File: src/rtl/vga_timing_ctrl.sv
// Sequencing controller for a horizontal/vertical vga_sync_gen pair: pixel-rate
// enable divider, frame-aligned start/stop and registered, polarity-adjusted VGA outputs.
module vga_timing_ctrl #(
  parameter int unsigned PIX_DIV     = 1,
  parameter bit          HSYNC_POL   = 1'b0,
  parameter bit          VSYNC_POL   = 1'b0,
  parameter int unsigned FRAME_CNT_W = 16
) (
  input  logic                   clk,
  input  logic                   rst_n,
  input  logic                   start,
  input  logic                   stop,
  output logic                   busy,
  output logic                   h_en,
  output logic                   v_en,
  input  logic                   h_sync_i,
  input  logic                   h_active_i,
  input  logic                   h_cycle_i,
  input  logic                   v_sync_i,
  input  logic                   v_active_i,
  input  logic                   v_cycle_i,
  output logic                   vga_hs,
  output logic                   vga_vs,
  output logic                   vga_de,
  output logic                   line_start,
  output logic                   frame_start,
  output logic [FRAME_CNT_W-1:0] frame_count
);

  localparam int unsigned DIV_W = (PIX_DIV > 1) ? $clog2(PIX_DIV) : 1;
  localparam logic [DIV_W-1:0]       DIV_LAST = DIV_W'(PIX_DIV - 1);
  localparam logic [DIV_W-1:0]       DIV_ONE  = DIV_W'(1);
  localparam logic [FRAME_CNT_W-1:0] FC_ONE   = FRAME_CNT_W'(1);

  typedef enum logic [1:0] {
    ST_IDLE = 2'd0,
    ST_SYNC = 2'd1,
    ST_RUN  = 2'd2
  } state_e;

  state_e                 state_q, state_d;
  logic [DIV_W-1:0]       div_q, div_d;
  logic                   stop_pend_q, stop_pend_d;
  logic                   h_active_q, h_active_d;
  logic                   v_active_q, v_active_d;
  logic                   busy_q, busy_d;
  logic                   vga_hs_q, vga_hs_d;
  logic                   vga_vs_q, vga_vs_d;
  logic                   vga_de_q, vga_de_d;
  logic                   line_start_q, line_start_d;
  logic                   frame_start_q, frame_start_d;
  logic [FRAME_CNT_W-1:0] frame_count_q, frame_count_d;

  logic tick_s;
  logic frame_edge_s;
  logic frame_end_s;
  logic running_s;
  logic unused_s;

  assign tick_s       = (state_q != ST_IDLE) && (div_q == DIV_LAST);
  assign frame_edge_s = tick_s && v_active_i && !v_active_q;
  assign frame_end_s  = tick_s && !v_active_i && v_active_q;
  assign running_s    = (state_q == ST_RUN);
  // v_cycle_i is reserved on the interface and intentionally not consumed.
  assign unused_s     = v_cycle_i;

  always_ff @(posedge clk or negedge rst_n) begin
    if (!rst_n) begin
      state_q <= ST_IDLE;
    end else begin
      state_q <= state_d;
    end
  end

  // A stop seen while running is remembered until the active area ends.
  always_comb begin
    state_d     = state_q;
    stop_pend_d = stop_pend_q;
    case (state_q)
      ST_IDLE: begin
        stop_pend_d = 1'b0;
        if (start && !stop) begin
          state_d = ST_SYNC;
        end else begin
          state_d = ST_IDLE;
        end
      end
      ST_SYNC: begin
        stop_pend_d = 1'b0;
        if (stop) begin
          state_d = ST_IDLE;
        end else if (frame_edge_s) begin
          state_d = ST_RUN;
        end else begin
          state_d = ST_SYNC;
        end
      end
      ST_RUN: begin
        if (frame_end_s && stop_pend_q) begin
          state_d     = ST_IDLE;
          stop_pend_d = 1'b0;
        end else begin
          state_d     = ST_RUN;
          stop_pend_d = stop_pend_q || stop;
        end
      end
      default: begin
        state_d     = ST_IDLE;
        stop_pend_d = 1'b0;
      end
    endcase
  end

  always_comb begin
    h_en = tick_s;
    v_en = tick_s && h_cycle_i;

    if (state_q == ST_IDLE) begin
      div_d = {DIV_W{1'b0}};
    end else if (div_q == DIV_LAST) begin
      div_d = {DIV_W{1'b0}};
    end else begin
      div_d = div_q + DIV_ONE;
    end

    if (tick_s) begin
      h_active_d = h_active_i;
      v_active_d = v_active_i;
    end else begin
      h_active_d = h_active_q;
      v_active_d = v_active_q;
    end

    line_start_d  = tick_s && running_s && h_active_i && !h_active_q && v_active_i;
    // A stop arriving on the aligning tick wins, so no frame is announced.
    frame_start_d = frame_edge_s && (running_s || ((state_q == ST_SYNC) && !stop));

    if (frame_start_d) begin
      frame_count_d = frame_count_q + FC_ONE;
    end else begin
      frame_count_d = frame_count_q;
    end

    if (running_s && h_sync_i) begin
      vga_hs_d = HSYNC_POL;
    end else begin
      vga_hs_d = ~HSYNC_POL;
    end

    if (running_s && v_sync_i) begin
      vga_vs_d = VSYNC_POL;
    end else begin
      vga_vs_d = ~VSYNC_POL;
    end

    vga_de_d = running_s && h_active_i && v_active_i;
    busy_d   = (state_d != ST_IDLE);
  end

  always_ff @(posedge clk or negedge rst_n) begin
    if (!rst_n) begin
      div_q         <= {DIV_W{1'b0}};
      stop_pend_q   <= 1'b0;
      h_active_q    <= 1'b0;
      v_active_q    <= 1'b0;
      busy_q        <= 1'b0;
      vga_hs_q      <= ~HSYNC_POL;
      vga_vs_q      <= ~VSYNC_POL;
      vga_de_q      <= 1'b0;
      line_start_q  <= 1'b0;
      frame_start_q <= 1'b0;
      frame_count_q <= {FRAME_CNT_W{1'b0}};
    end else begin
      div_q         <= div_d;
      stop_pend_q   <= stop_pend_d;
      h_active_q    <= h_active_d;
      v_active_q    <= v_active_d;
      busy_q        <= busy_d;
      vga_hs_q      <= vga_hs_d;
      vga_vs_q      <= vga_vs_d;
      vga_de_q      <= vga_de_d;
      line_start_q  <= line_start_d;
      frame_start_q <= frame_start_d;
      frame_count_q <= frame_count_d;
    end
  end

  assign busy        = busy_q;
  assign vga_hs      = vga_hs_q;
  assign vga_vs      = vga_vs_q;
  assign vga_de      = vga_de_q;
  assign line_start  = line_start_q;
  assign frame_start = frame_start_q;
  assign frame_count = frame_count_q;

endmodule

File: config.mk
export PLATFORM = sky130hd
export DESIGN_NAME = vga_timing_ctrl
export DESIGN_NICKNAME = d
export VERILOG_FILES = /design/src/rtl/vga_timing_ctrl.sv
export SDC_FILE = /design/constraint.sdc
export NUM_CORES = 1
export LEC_CHECK = 0
export BUFFER_PORTS_ARGS = -buffer_cell sky130_fd_sc_hd__buf_4
export CAP_MARGIN = 20
export CORE_MARGIN = 10
export CORE_UTILIZATION = 47
export CTS_BUF_LIST = sky130_fd_sc_hd__clkbuf_8
export DETAILED_ROUTE_END_ITERATION = 10
export HOLD_SLACK_MARGIN = 0.12
export PLACE_DENSITY = 0.77
export SLEW_MARGIN = 10
export SYNTH_ARGS = -nofsm -noshare
export SYNTH_HDL_FRONTEND = slang
export SYNTH_SLANG_ARGS = --single-unit
File: constraint.sdc
create_clock -name clk -period 1.7 [get_ports clk]
set_clock_uncertainty 0.2 [all_clocks]
set_input_delay 0.51 -clock clk [delete_from_list [all_inputs] [get_ports clk]]
set_output_delay 0.51 -clock clk [all_outputs]
set_load 0.05 [all_outputs]
**Yosys cells after proc, flatten, opt, wreduce, memory -nomap -nowiden**

Cells that the tools add are included.

- Flip-flop bits (word level): 28
- Latch bits: 0
- Memory bits (writable): 0
- Bits in read-only memories: 0
- Output and inout bits: 24
- Word-level logic and storage cells: 55
- Memories kept: 0

- $add $sub $neg: 2
- Multiply operators: 0
- Divide/modulo/power cells: 0
- Order comparisons: 0
- Equal/unequal tests: 2
- Shift-type cells: 0
- Muxes and demuxes: 11
- Bitwise operators: 1
- Reductions and logical operators: 27

Operators by type and width:

| cell | number |
|---|---|
| 1-bit logical AND | 18 |
| 16-bit by 1-bit adder with 16-bit output, second input constant | 1 |
| 1-bit two-way mux | 7 |
| 2-bit two-way mux | 3 |
| 2-bit case mux with 3 select lines | 1 |
| 1-bit zero test | 4 |
| 2-bit nonzero test | 2 |
| 2-bit by 1-bit equality test with 1-bit output, second input constant | 1 |
| 2-bit equality test, second input constant | 1 |
| 2-bit zero test | 1 |
| 1-bit logical OR | 2 |
| 1-bit adder, second input constant | 1 |
| 1-bit NOT | 1 |

**Logic depth before layout (Yosys ltp)**

- Word-level depth: 8
- Depth in mapped cells: 6
- Gate-level depth less buffers: 4

**Worst setup path after synthesis**

No wires, ideal clock.

- Path type: input -> output
- From: input h_cycle_i
- To: output v_en
- Data arrival time: 1.217 ns
- Data required time: 0.990 ns
- Slack: -0.227 ns
- Stages on the path: 1
- Buffers on the path: 0
- Path through: nor2b_1

- Longest elaborated chain between the ends: 1

Ends and longest elaborated chain:

| item | RTL line | source |
|---|---|---|
| start: declaration | 18 | `input logic h_cycle_i,` |
| 1-bit logical AND | 116 | `v_en = tick_s && h_cycle_i;` |
| end: declaration | 15 | `output logic v_en,` |

Every way passes these cells.

**Worst setup path after layout**

- From: register state_q[0]
- To: output v_en

- Longest elaborated chain between the ends: 3

Ends and longest elaborated chain:

| item | RTL line | source |
|---|---|---|
| start: declaration | 41 | `state_e state_q, state_d;` |
| start signal: assignment | 71 | `state_q <= state_d;` |
| 2-bit nonzero test | 60 | `assign tick_s = (state_q != ST_IDLE) && (div_q == DIV_LAST);` |
| 1-bit logical AND | 60 |  |
| 1-bit logical AND | 116 |  |

Every way passes these cells.

==> out/metrics.cfg <==
[timing]
worst_slew_margin_rel=0.768
finalMaxSlewViolations=0
timing.final.ws_setup_ns=-0.0941
timing_worst_slew_pin_value_ns=0.348
fin_worst_hold_slack_ns=0.153
setup_tns_ns=-0.189
rsz0062_at_grt=true
timing.final.crit_share=1.06
fin_crit_ns=1.79
report.final.hold_viol_count=0
report.final.setup_viol=3
max_freq_ghz=0.557

[pwr]
worst_vdd_rail_ir_drop_v=0.00104
power_per_cell_area_nw_per_um2=1280
power_uw=2040
static-leakage-power_uw=0.000780

[yosys]
synth_top_family_by_area=simple AND/OR/NAND/NOR gates
post_synth_most_frequent_cells=25 x sky130_fd_sc_hd__dfrtp_1, 10 x sky130_fd_sc_hd__xnor2_1, 9 x sky130_fd_sc_hd__nand2_1, 5 x sky130_fd_sc_hd__xor2_1
yosys.cell_count.top_type=sky130_fd_sc_hd__dfrtp_1
yosys.area_share.xor_xnor=0.113
cell_count_after_synthesis=95
post_synth_mux_area_share=0.0194
synth_warnings=0
postSynth.asyncResetShare=1.00
synth_top_cells_by_area=sky130_fd_sc_hd__dfrtp_1 54%, sky130_fd_sc_hd__xnor2_1 7.6%, sky130_fd_sc_hd__dfstp_2 4.5%, sky130_fd_sc_hd__xor2_1 3.8%, sky130_fd_sc_hd__nand2_1 2.9%
seq_area_frac_synth=0.585
synth_seq_cells=27
synth.distinct_cells=31
syn_area_um2=1160
cell_taking_the_most_area_after_synthesis=sky130_fd_sc_hd__dfrtp_1
portion_of_synthesized_cell_area_occupied_by_the_leading_cell_type=0.540
ys.flop_type=sky130_fd_sc_hd__dfrtp_1
synth_edf_count=0
synth_compound_area_frac=0.0616
mappedNetlistNets=106
synth-adder-area-share=0.0108
yosys.area_share.simple=0.187
postSynthAreaPerCell_um2=12.2

[global_routing]
grt_overflow_total=0
grt_antenna_before_repair=0
grt_usage=0.108
first_pass_grt_wire_length_um=4420
grt_start_max_net_pins=28
vias_in_the_first_global_route=954

[job]
drv.max_cap_violation_count=0

[clock_network]
cts.clk_slew.worst_paths_ns=0.08
clock_sink_count=27
worst_case_clock_buffer_depth=2
tritoncts_clock_tree=yes
cts_made_buffers=3
clock_tree.root_cell=sky130_fd_sc_hd__clkbuf_8
cts_htree_levels=1
worst_skew_pair.late_latency_ns=0.26

[floorplan]
core_um2=2280
pin_count=34
die_w_um=69.7
design.die.area_um2=4850
initial_core_util=0.509
die_y_um=69.7
rows=17

[layout]
layout-drive-gt1-share=0.489
num-nets-final=153
area_growth_pct=37.8
final.fill_count=168
n_antenna_cell=0

[detailed_routing]
initialDrtViolationCount=24
post-route-drc-count=0
vias=847
average_wire_per_standard_cell_um=15.3
detailed_route_wire_length_um=2580
postRouteAntennaNets=0
drt_pre_antenna_iters=3
routed_via_density=5.01

[worst_hold_path]
hold_class=in2reg
timing.hold.worst_path_depth=2

[setup_path]
path_delay_family=flip-flops
reg2regPathDepth=4
worstPathCellList=nor2_4 > nor2b_2 > buf_6
critical_path_depth=3
setup.worst_path.start_class=flop
crit_path_top_delay_cell=sky130_fd_sc_hd__dfrtp_2
crit_path_max_fanout=4
crit_type=reg2out
critPathMaxStageDelay_ns=0.46
worst-path-buf-inv=1
timing.critical_path.to_type=output port
cp.arrival_ns=1.08
worst-endpoint-required_ns=0.99

[place]
port_buffers=32
place_hpwl_um=1930
gp_congestion=0.780

[status]
status=complete, but fails checks
failed_checks=setup timing

[state kept, by name (all words and copies together) (netlist names)]
signal,cells
vga_hs,1
stop_pend_q,1
h_active_q,1
line_start,1
frame_count,16
vga_de,1
v_active_q,1
busy,1
vga_vs,1
frame_start,1
state_q,2
[kinds of logic (layout without fill, tap and decap cells)]
| kind of cell | Yosys count | in the layout |
|---|---|---|
| flip-flops | 27 | 27 |
| AO/OA/AOI/OAI | 8 | 8 |
| buffers and inverters | 5 | 51 |
| adder cells (fa/ha/maj) | 1 | 1 |
| multiplexers | 2 | 2 |
| AND/OR/NAND/NOR | 37 | 37 |
| XOR/XNOR | 15 | 15 |
[where the power goes]
group,leakage [uW],total [uW],internal [uW],switching (uW)
clock network,0.0000269,345,162,184
registers,0.000339,862,763,98.3
logic,0.000414,830,318,512
total,0.000780,2040,1240,794
[final cells by class]
class / instances / area, um2 / area share
flip-flops and latches: 27 / 689 / 0.432
clock buffers: 3 / 41.3 / 0.0259
well taps: 28 / 35.0 / 0.0219
multi-input cells: 63 / 468 / 0.293
repair buffers: 44 / 348 / 0.218
clock inverters: 1 / 3.75 / 0.00235
inverters: 3 / 11.3 / 0.00705
[through the flow]
stage | std cells | setup slack [ns] | area, um2 | utilization
after CTS | 168 | -0.0834 | 1580 | 0.694
after global routing | 169 | -0.133 | 1600 | 0.701
final | 169 | -0.0941 | 1600 | 0.701
after floorplan | 95 | 0.00523 | 1170 | -
after detailed placement | 161 | -0.231 | 1490 | 0.655
after global placement | 161 | -0.176 | 1490 | 0.655
[cells in the final DEF, fill, tap and decap left out, types with 4 or more instances in the layout]
| master | netlist | layout |
|---|---|---|
| sky130_fd_sc_hd__buf_4 | 2 | 39 |
| sky130_fd_sc_hd__dfrtp_2 | 0 | 9 |
| sky130_fd_sc_hd__dfrtp_1 | 25 | 16 |
| sky130_fd_sc_hd__xor2_1 | 5 | 5 |
| sky130_fd_sc_hd__nand3_1 | 4 | 4 |
| sky130_fd_sc_hd__nand2_1 | 9 | 9 |
| sky130_fd_sc_hd__buf_6 | 0 | 4 |
| sky130_fd_sc_hd__xnor2_1 | 10 | 10 |
[final timing paths]
kind / to / startpoint / slack [ns]
worst max-delay path: v_en / state_q[0] / -0.09
worst min-delay path: vga_vs / v_sync_i / 0.15
worst max register to register: frame_count[13] / state_q[1] / -0.01
worst min register to register: line_start / h_active_q / 0.22
max in group asynchronous: vga_hs / rst_n / 0.52
min in group asynchronous: frame_count[9] / rst_n / 0.49
[what timing repair did]
item | 4_1_cts | 5_1_grt
gates cloned | 0 | 0
pin swaps | 1 | 0
hold endpoints to repair | 25 | 0
endpoints found under the setup margin | 7 | 17
setup buffers | 2 | 1
resized for setup | 8 | 3
hold buffers | 1 | 0
[layer usage]
layer / vias to the layer above / GRT usage / wire (um)
met5: - / 0 / 0
met4: 0 / 0.0413 / 26
met2: 20 / 0.195 / 1400
met3: 4 / 0.0328 / 138
li1: 415 / - / -
met1: 408 / 0.113 / 1020
Power figures use the tool's default switching activity.
